$ cat config.mk
export PLATFORM = sky130hd
export DESIGN_NAME = ycconfig_row
export DESIGN_NICKNAME = d
export VERILOG_FILES = /design/src/rtl/ycconfig_pkg.sv /design/src/rtl/ycconfig_decode.sv /design/src/rtl/ycconfig_row.sv
export SDC_FILE = /design/constraint.sdc
export NUM_CORES = 1
export LEC_CHECK = 0
export ABC_AREA = 0
export BUFFER_PORTS_ARGS = -buffer_cell sky130_fd_sc_hd__buf_2
export CAP_MARGIN = 20
export CORE_UTILIZATION = 23
export DETAILED_ROUTE_END_ITERATION = 10
export PLACE_DENSITY_LB_ADDON = 0.05
export SLEW_MARGIN = 10
export SYNTH_ARGS = -nofsm -noshare
export SYNTH_HDL_FRONTEND = slang
export SYNTH_HIERARCHICAL = 1
export SYNTH_SLANG_ARGS = --single-unit
export TNS_END_PERCENT = 30
$ cat constraint.sdc
create_clock -name confclk -period 3.5 [get_ports confclk]
set_input_delay 0.875 -clock confclk [delete_from_list [all_inputs] [get_ports confclk]]
set_output_delay 0.875 -clock confclk [all_outputs]
set_load 0.02 [all_outputs]
$ cat src/rtl/ycconfig_pkg.sv
// Shared encodings for the Morphle yellow-cell configuration logic:
// symbol codes, FSM states and decoded flag bit positions.
package ycconfig_pkg;

    localparam logic [2:0] SYM_SPACE = 3'd0;
    localparam logic [2:0] SYM_PLUS  = 3'd1;
    localparam logic [2:0] SYM_MINUS = 3'd2;
    localparam logic [2:0] SYM_BAR   = 3'd3;
    localparam logic [2:0] SYM_ONE   = 3'd4;
    localparam logic [2:0] SYM_ZERO  = 3'd5;
    localparam logic [2:0] SYM_Y     = 3'd6;
    localparam logic [2:0] SYM_N     = 3'd7;

    typedef enum logic [1:0] {
        ST_IDLE  = 2'd0,
        ST_SHIFT = 2'd1,
        ST_APPLY = 2'd2
    } state_t;

    localparam int NFLAGS    = 9;
    localparam int F_EMPTY   = 0;
    localparam int F_HBLOCK  = 1;
    localparam int F_HBYPASS = 2;
    localparam int F_HMATCH0 = 3;
    localparam int F_HMATCH1 = 4;
    localparam int F_VBLOCK  = 5;
    localparam int F_VBYPASS = 6;
    localparam int F_VMATCH0 = 7;
    localparam int F_VMATCH1 = 8;

    typedef logic [NFLAGS-1:0] flags_t;

endpackage

$ cat src/rtl/ycconfig_decode.sv
// Single-cell decode of a 3-bit yellow-cell symbol into its nine flags.
// Shared by the row loader and the single-cell configuration block.
module ycconfig_decode
    import ycconfig_pkg::*;
(
    input  logic [2:0] code,
    output flags_t     flags
);

    always_comb begin
        flags = '0;
        case (code)
            SYM_SPACE: begin
                flags[F_EMPTY]  = 1'b1;
                flags[F_HBLOCK] = 1'b1;
                flags[F_VBLOCK] = 1'b1;
            end
            SYM_PLUS: begin
                flags[F_HBYPASS] = 1'b1;
                flags[F_VBYPASS] = 1'b1;
            end
            SYM_MINUS: begin
                flags[F_HBYPASS] = 1'b1;
                flags[F_VBLOCK]  = 1'b1;
            end
            SYM_BAR: begin
                flags[F_HBLOCK]  = 1'b1;
                flags[F_VBYPASS] = 1'b1;
            end
            SYM_ONE: begin
                flags[F_HMATCH1] = 1'b1;
                flags[F_VMATCH1] = 1'b1;
            end
            SYM_ZERO: begin
                flags[F_HMATCH0] = 1'b1;
                flags[F_VMATCH0] = 1'b1;
            end
            SYM_N: begin
                flags[F_HMATCH0] = 1'b1;
                flags[F_HMATCH1] = 1'b1;
                flags[F_VMATCH0] = 1'b1;
                flags[F_VMATCH1] = 1'b1;
            end
            default: flags = '0;  // 'Y' drives nothing
        endcase
    end

endmodule

$ cat src/rtl/ycconfig_row.sv
// Row loader: host symbols are serialised MSB-first into a shadow chain and
// committed atomically to the active config once a full row has arrived.
module ycconfig_row
    import ycconfig_pkg::*;
#(
    parameter int CELLS = 8,
    parameter int SBITS = 3
) (
    input  logic             confclk,
    input  logic             reset,
    input  logic             sym_valid,
    input  logic [SBITS-1:0] sym_data,
    output logic             sym_ready,
    output logic             busy,
    output logic             done,
    output logic             cbitout,
    output logic [CELLS-1:0] empty,
    output logic [CELLS-1:0] hblock,
    output logic [CELLS-1:0] hbypass,
    output logic [CELLS-1:0] hmatch0,
    output logic [CELLS-1:0] hmatch1,
    output logic [CELLS-1:0] vblock,
    output logic [CELLS-1:0] vbypass,
    output logic [CELLS-1:0] vmatch0,
    output logic [CELLS-1:0] vmatch1
);

    localparam int W  = SBITS * CELLS;
    localparam int CW = $clog2(CELLS + 1);

    state_t           state, nstate;
    logic [W-1:0]     shadow, active;
    logic [SBITS-1:0] hold;
    logic [1:0]       bitcnt;
    logic [CW-1:0]    symcnt;

    always_ff @(posedge confclk or posedge reset) begin
        if (reset) state <= ST_IDLE;
        else       state <= nstate;
    end

    always_comb begin
        nstate = state;
        case (state)
            ST_IDLE:  if (sym_valid) nstate = ST_SHIFT;
            ST_SHIFT: if (bitcnt == 2'd0)
                          nstate = (symcnt == CW'(CELLS - 1)) ? ST_APPLY : ST_IDLE;
            ST_APPLY: nstate = ST_IDLE;
            default:  nstate = ST_IDLE;
        endcase
    end

    always_comb begin
        sym_ready = 1'b0;
        busy      = 1'b1;
        done      = 1'b0;
        case (state)
            ST_IDLE:  begin sym_ready = 1'b1; busy = 1'b0; end
            ST_APPLY: done = 1'b1;
            default:  ;
        endcase
    end

    always_ff @(posedge confclk or posedge reset) begin
        if (reset) begin
            shadow <= '0;
            active <= '0;
            hold   <= '0;
            bitcnt <= '0;
            symcnt <= '0;
        end else begin
            case (state)
                ST_IDLE: if (sym_valid) begin
                    hold   <= sym_data;
                    bitcnt <= 2'(SBITS - 1);
                end
                ST_SHIFT: begin
                    // new bits enter at cell 0, so the oldest symbol drifts to CELLS-1
                    shadow <= {shadow[W-2:0], hold[bitcnt]};
                    bitcnt <= bitcnt - 2'd1;
                    if (bitcnt == 2'd0) symcnt <= symcnt + CW'(1);
                end
                ST_APPLY: begin
                    active <= shadow;
                    symcnt <= '0;
                end
                default: ;
            endcase
        end
    end

    assign cbitout = shadow[W-1];

    for (genvar i = 0; i < CELLS; i++) begin : g_cell
        flags_t f;
        ycconfig_decode u_dec (
            .code  (active[SBITS*i +: SBITS]),
            .flags (f)
        );
        assign empty[i]   = f[F_EMPTY];
        assign hblock[i]  = f[F_HBLOCK];
        assign hbypass[i] = f[F_HBYPASS];
        assign hmatch0[i] = f[F_HMATCH0];
        assign hmatch1[i] = f[F_HMATCH1];
        assign vblock[i]  = f[F_VBLOCK];
        assign vbypass[i] = f[F_VBYPASS];
        assign vmatch0[i] = f[F_VMATCH0];
        assign vmatch1[i] = f[F_VMATCH1];
    end

endmodule

---- Yosys cells after proc, flatten, opt, wreduce, memory -nomap -nowiden ----
Cells that the tools add are included.
storage, ports and cells
  register bits ........................... 59
  bits of input ports ..................... 6
  output and inout port bits .............. 76
  word-level logic and storage cells ...... 195
operators by class
  add/sub/neg operators ................... 2
  magnitude comparators ................... 1
  eq/ne operators ......................... 53
  muxes and demuxes ....................... 69
  reduce and logical (&&, ||, !) cells .... 64
operator list
  operator                                            count
  OR reduction 2 bit                                  48
  == test 3 bit, second input constant                24
  2-to-1 mux 1 bit                                    60
  == test 3 x 2 -> 1 bit, second input constant       16
  == test 3 x 1 -> 1 bit, second input constant       8
  logical NOT 3 bit                                   8
  2-to-1 mux 2 bit                                    4
  one-hot mux 2 bit (2 select lines)                  2
  one-hot mux 4 bit (2 select lines)                  1
  AND reduction 2 bit                                 4
  adder 4 x 1 -> 4 bit, second input constant         1
  == test 4 x 3 -> 1 bit, second input constant       1
  logical NOT 2 bit                                   2
  2-to-1 mux 4 bit                                    1
  != test 2 bit, second input constant                2
  nonzero test 2 bit                                  2
  < comparator 2 x 3 -> 1 bit, second input constant  1
  binary-select mux 1 bit (select 2 bit)              1
  == test 2 x 1 -> 1 bit, second input constant       1
  == test 2 bit, second input constant                1
  subtractor 2 x 1 -> 2 bit, second input constant    1

---- Depth between registers and ports, before layout ----
  word-level depth ........................ 4
  mapped depth ............................ 5
  gate-level depth less buffers ........... 5

---- Cells and area by module ----
The synthesis kept the hierarchy.
by module, submodules not included
  module           times used  cells an instance  area each (um2)  sequential area each (um2)
  ycconfig_row     1           157                2441.1           1476.4
  ycconfig_decode  8           10                 61.3             0.0

---- Worst setup path after synthesis ----
No wires, ideal clock.
  kind .................................... register to output
  start point ............................. reg state[1]
  end point ............................... out busy
  data arrival time ....................... 1065 ps
  required time ........................... 2625 ps
  path slack .............................. 1560 ps
  cell stages (with the launch flop) ...... 4
  path buffers ............................ 1
  path through ............................ dfrtp_1 buf_2 nor2_1 inv_1
between the ends
  word-level cells in the longest chain between the ends .. 2
ends and longest elaborated chain
  item                    line                RTL
  from (decl)             ycconfig_row.sv:31  state_t state, nstate;
  from (signal assigned)  ycconfig_row.sv:39  else state <= nstate;
  logical NOT 2 bit       ycconfig_row.sv:57  case (state)
  2-to-1 mux 1 bit        ycconfig_row.sv:57
  to (decl)               ycconfig_row.sv:14  output logic busy,
No other way between the ends.

---- Worst setup path in the final report ----
  start point ............................. reg state[0]
  end point ............................... out busy
Same word-level chain as after synthesis.

==> flow_summary.yaml <==
floorplanning:
  coreArea_mm2: 0.0122
  die_w_um: 115
  start_util: 0.240
  die_area_mm2: 0.0132
  die_h_um: 115
  placementRows: 40
  ioPinCount: 82
grt:
  grt_max_degree: 41
  grt_pass1_vias: 1750
  grt_pass1_wl_um: 9140
  grt_overflow: 0
  grtUsageTotal: 0.0916
  antenna_found_initial: 0
pwr:
  p_per_area_mw_per_mm2: 749
  p_sw_uw: 827
  vdd_drop_max_uv: 261
  p_leak_uw: 0.00186
  combPwrFrac: 0.274
  power.share.clock: 0.346
  p_sw_frac: 0.297
  internal_power_uw: 1950
  power.total_uw: 2780
  pwr-share-seq: 0.380
worst_setup_path:
  setup.worst_path.end_class: "output port"
  critical_path_class: "register to output port"
  cp.required_ns: 2.62
  path_buf_inv: 2
  critPathTopFamily: "flip-flops"
  cpMaxStageDelayCell: "dfrtp_1"
  crit_chain: "nor2_1 > inv_1 > buf_2"
  critPathArrivalTime_ns: 1.39
  critical_path.max_fanout: 16
  crit_path_start_kind: "register"
  cp_slowest_stage_delay_ns: 0.57
cells_and_area:
  ff_latch_area_mm2: 0.00148
  nNetsFinal: 316
  multi_input_area_mm2: 0.00126
  diodes: 0
  final_common_cell: "buf_2"
  drive_gt1_frac: 0.492
  nFillCells: 1303
  layout_common_cells: "81 x buf_2, 59 x dfrtp_1, 34 x mux2_2"
  area_growth_syn_to_layout_pct: 26.7
clock_tree:
  clock_latency_ns: 0.32
  clockBufferDepth: 2
  post_cts_buffers: 0
  cts_sinks: 59
  cts_tree: "yes"
  h-tree-depth: 3
  cts.hold.buffers_added: 0
  cts-resized-gates: 0
  root_buffer: "clkbuf_16"
  numCtsBuffers: 9
  cts.reportedPaths.clkPinSlew_ns: 0.05
sta:
  fmax_mhz: 441
  hold_viol: 0
  fin_crit_sh: 0.648
  hold_ws_ns: 0.504
  grt_setup_unrepaired: "false"
  max_slew_margin: 0.427
  slew_violations: 0
  final-setup-viol-count: 0
  period_needed_ns: 2.27
  fin_skew_ns: 0.00606
  tightest_slew_ns: 0.859
  finalSetupTns_ns: 0
  layout_setup_ws_ns: 1.23
hold_path:
  min_path_type: "register to register"
placement:
  gp_congestion: 0.657
  dp_slack_ns: 1.49
  dpl.hpwl_um: 3900
  io_buffers: 81
drt:
  num_vias: 1895
  met1Wirelength_um: 2850
  dr_wl_met3_um: 212
  routed.top_layer: "met4"
  ant_nets: 0
  finalWirelength_um: 5700
  first_pass_iters: 4
  remaining_drc_errors: 0
  routed-wl-met2_um: 2520
  drt-wirelength-per-cell_um: 11.8
  drt_iter0_markers: 51
  vias_per_cell: 3.94
synth:
  synth_top_cell_by_area: "dfrtp_1"
  avgSynthCellArea_um2: 12.4
  syn_inst: 237
  synth_top_area_frac: 0.504
  synth-seq-cells: 59
  synth_nets: 245
  synth.top_cells.by_area: "dfrtp_1 50%, mux2_2 13%, mux2_4 9.2%"
  ys.warnings.count: 6
  seq_area_frac_synth: 0.504
  synth.distinct_cells: 31
  synth_area_mm2: 0.00293
job:
  drv_cap: 0
status:
  outcome: "complete, no violations"
[routing by layer]
layer  GRT usage  vias up
li1            -      936
met1       0.123      904
met2       0.134       45
met3      0.0227       10
met4      0.0519        0
met5           0        -
[power by group through the flow]
stage | registers (uW) | clock network (uW) | logic (uW)
6_report | 1060 | 962 | 763
5_1_grt | 1090 | 1020 | 835
4_1_cts | 1060 | 991 | 780
3_5_place_dp | 1070 | 0 | 782
3_3_place_gp | 1070 | 0 | 777
2_1_floorplan | 999 | 0 | 673
[cells by family after synthesis]
| group | Yosys count | synth area share |
|---|---|---|
| compound gates | 11 | 0.0260 |
| xor+xnor | 8 | 0.0239 |
| fa+ha+maj | 2 | 0.00853 |
| buf+inv | 29 | 0.0687 |
| flops | 59 | 0.504 |
| mux | 55 | 0.233 |
| simple gates | 73 | 0.136 |
[sequential cells by signal, summed over array words and instances, names as in the netlist]
register,count
symcnt,4
state,2
shadow,24
hold,3
bitcnt,2
active,24
[per-stage QoR]
stage | cells | util | area [um^2]
CTS | 481 | 0.304 | 3710
global placement | 465 | 0.277 | 3390
floorplan | 237 | - | 2930
global route | 481 | 0.304 | 3710
detailed placement | 465 | 0.277 | 3390
finish | 481 | 0.304 | 3710
[synth_stat cells]
cell / instances
dfrtp_1: 59
mux2_2: 34
buf_4: 18
mux2_4: 18
nor2_1: 18
nor2b_1: 17
and2_1: 16
nor3_1: 8
xnor2_1: 8
inv_1: 6
nand2_1: 5
buf_6: 3
mux2i_1: 3
nand3_1: 3
o21ai_0: 3
buf_2: 2
ha_1: 2
a21boi_0: 1
a22o_1: 1
a31oi_1: 1
a32oi_1: 1
and2_0: 1
nand2b_1: 1
nand4_1: 1
nor2_4: 1
nor4b_2: 1
o211ai_1: 1
o21bai_1: 1
o22ai_1: 1
o2bb2ai_1: 1
or3_1: 1
[worst paths after layout]
kind,start,end,slack (ns),depth (start not counted)
worst max-delay path,state[0],busy,1.23,3
worst min-delay path,symcnt[3],state[1],0.50,1
worst max register to register,state[0],symcnt[3],1.55,3
worst min register to register,symcnt[3],state[1],0.50,1
max in group asynchronous,reset,shadow[19],2.05,3
min in group asynchronous,reset,active[9],0.54,2
[final cells by class]
class                           count  area share
Timing Repair Buffer               83       0.113
Clock buffer                       12      0.0690
Inverter                            6     0.00606
Multi-Input combinational cell    149       0.338
Sequential cell                    59       0.397
Clock inverter                      4      0.0195
Tap cell                          168      0.0566
[worst register-to-register path: cells and delay by family, from the launching register on]
family / cells / cell delay, ns
DFF: 1 / 0.67
and+or+nand+nor: 3 / 1.22
(Power assumes the default switching activity.)
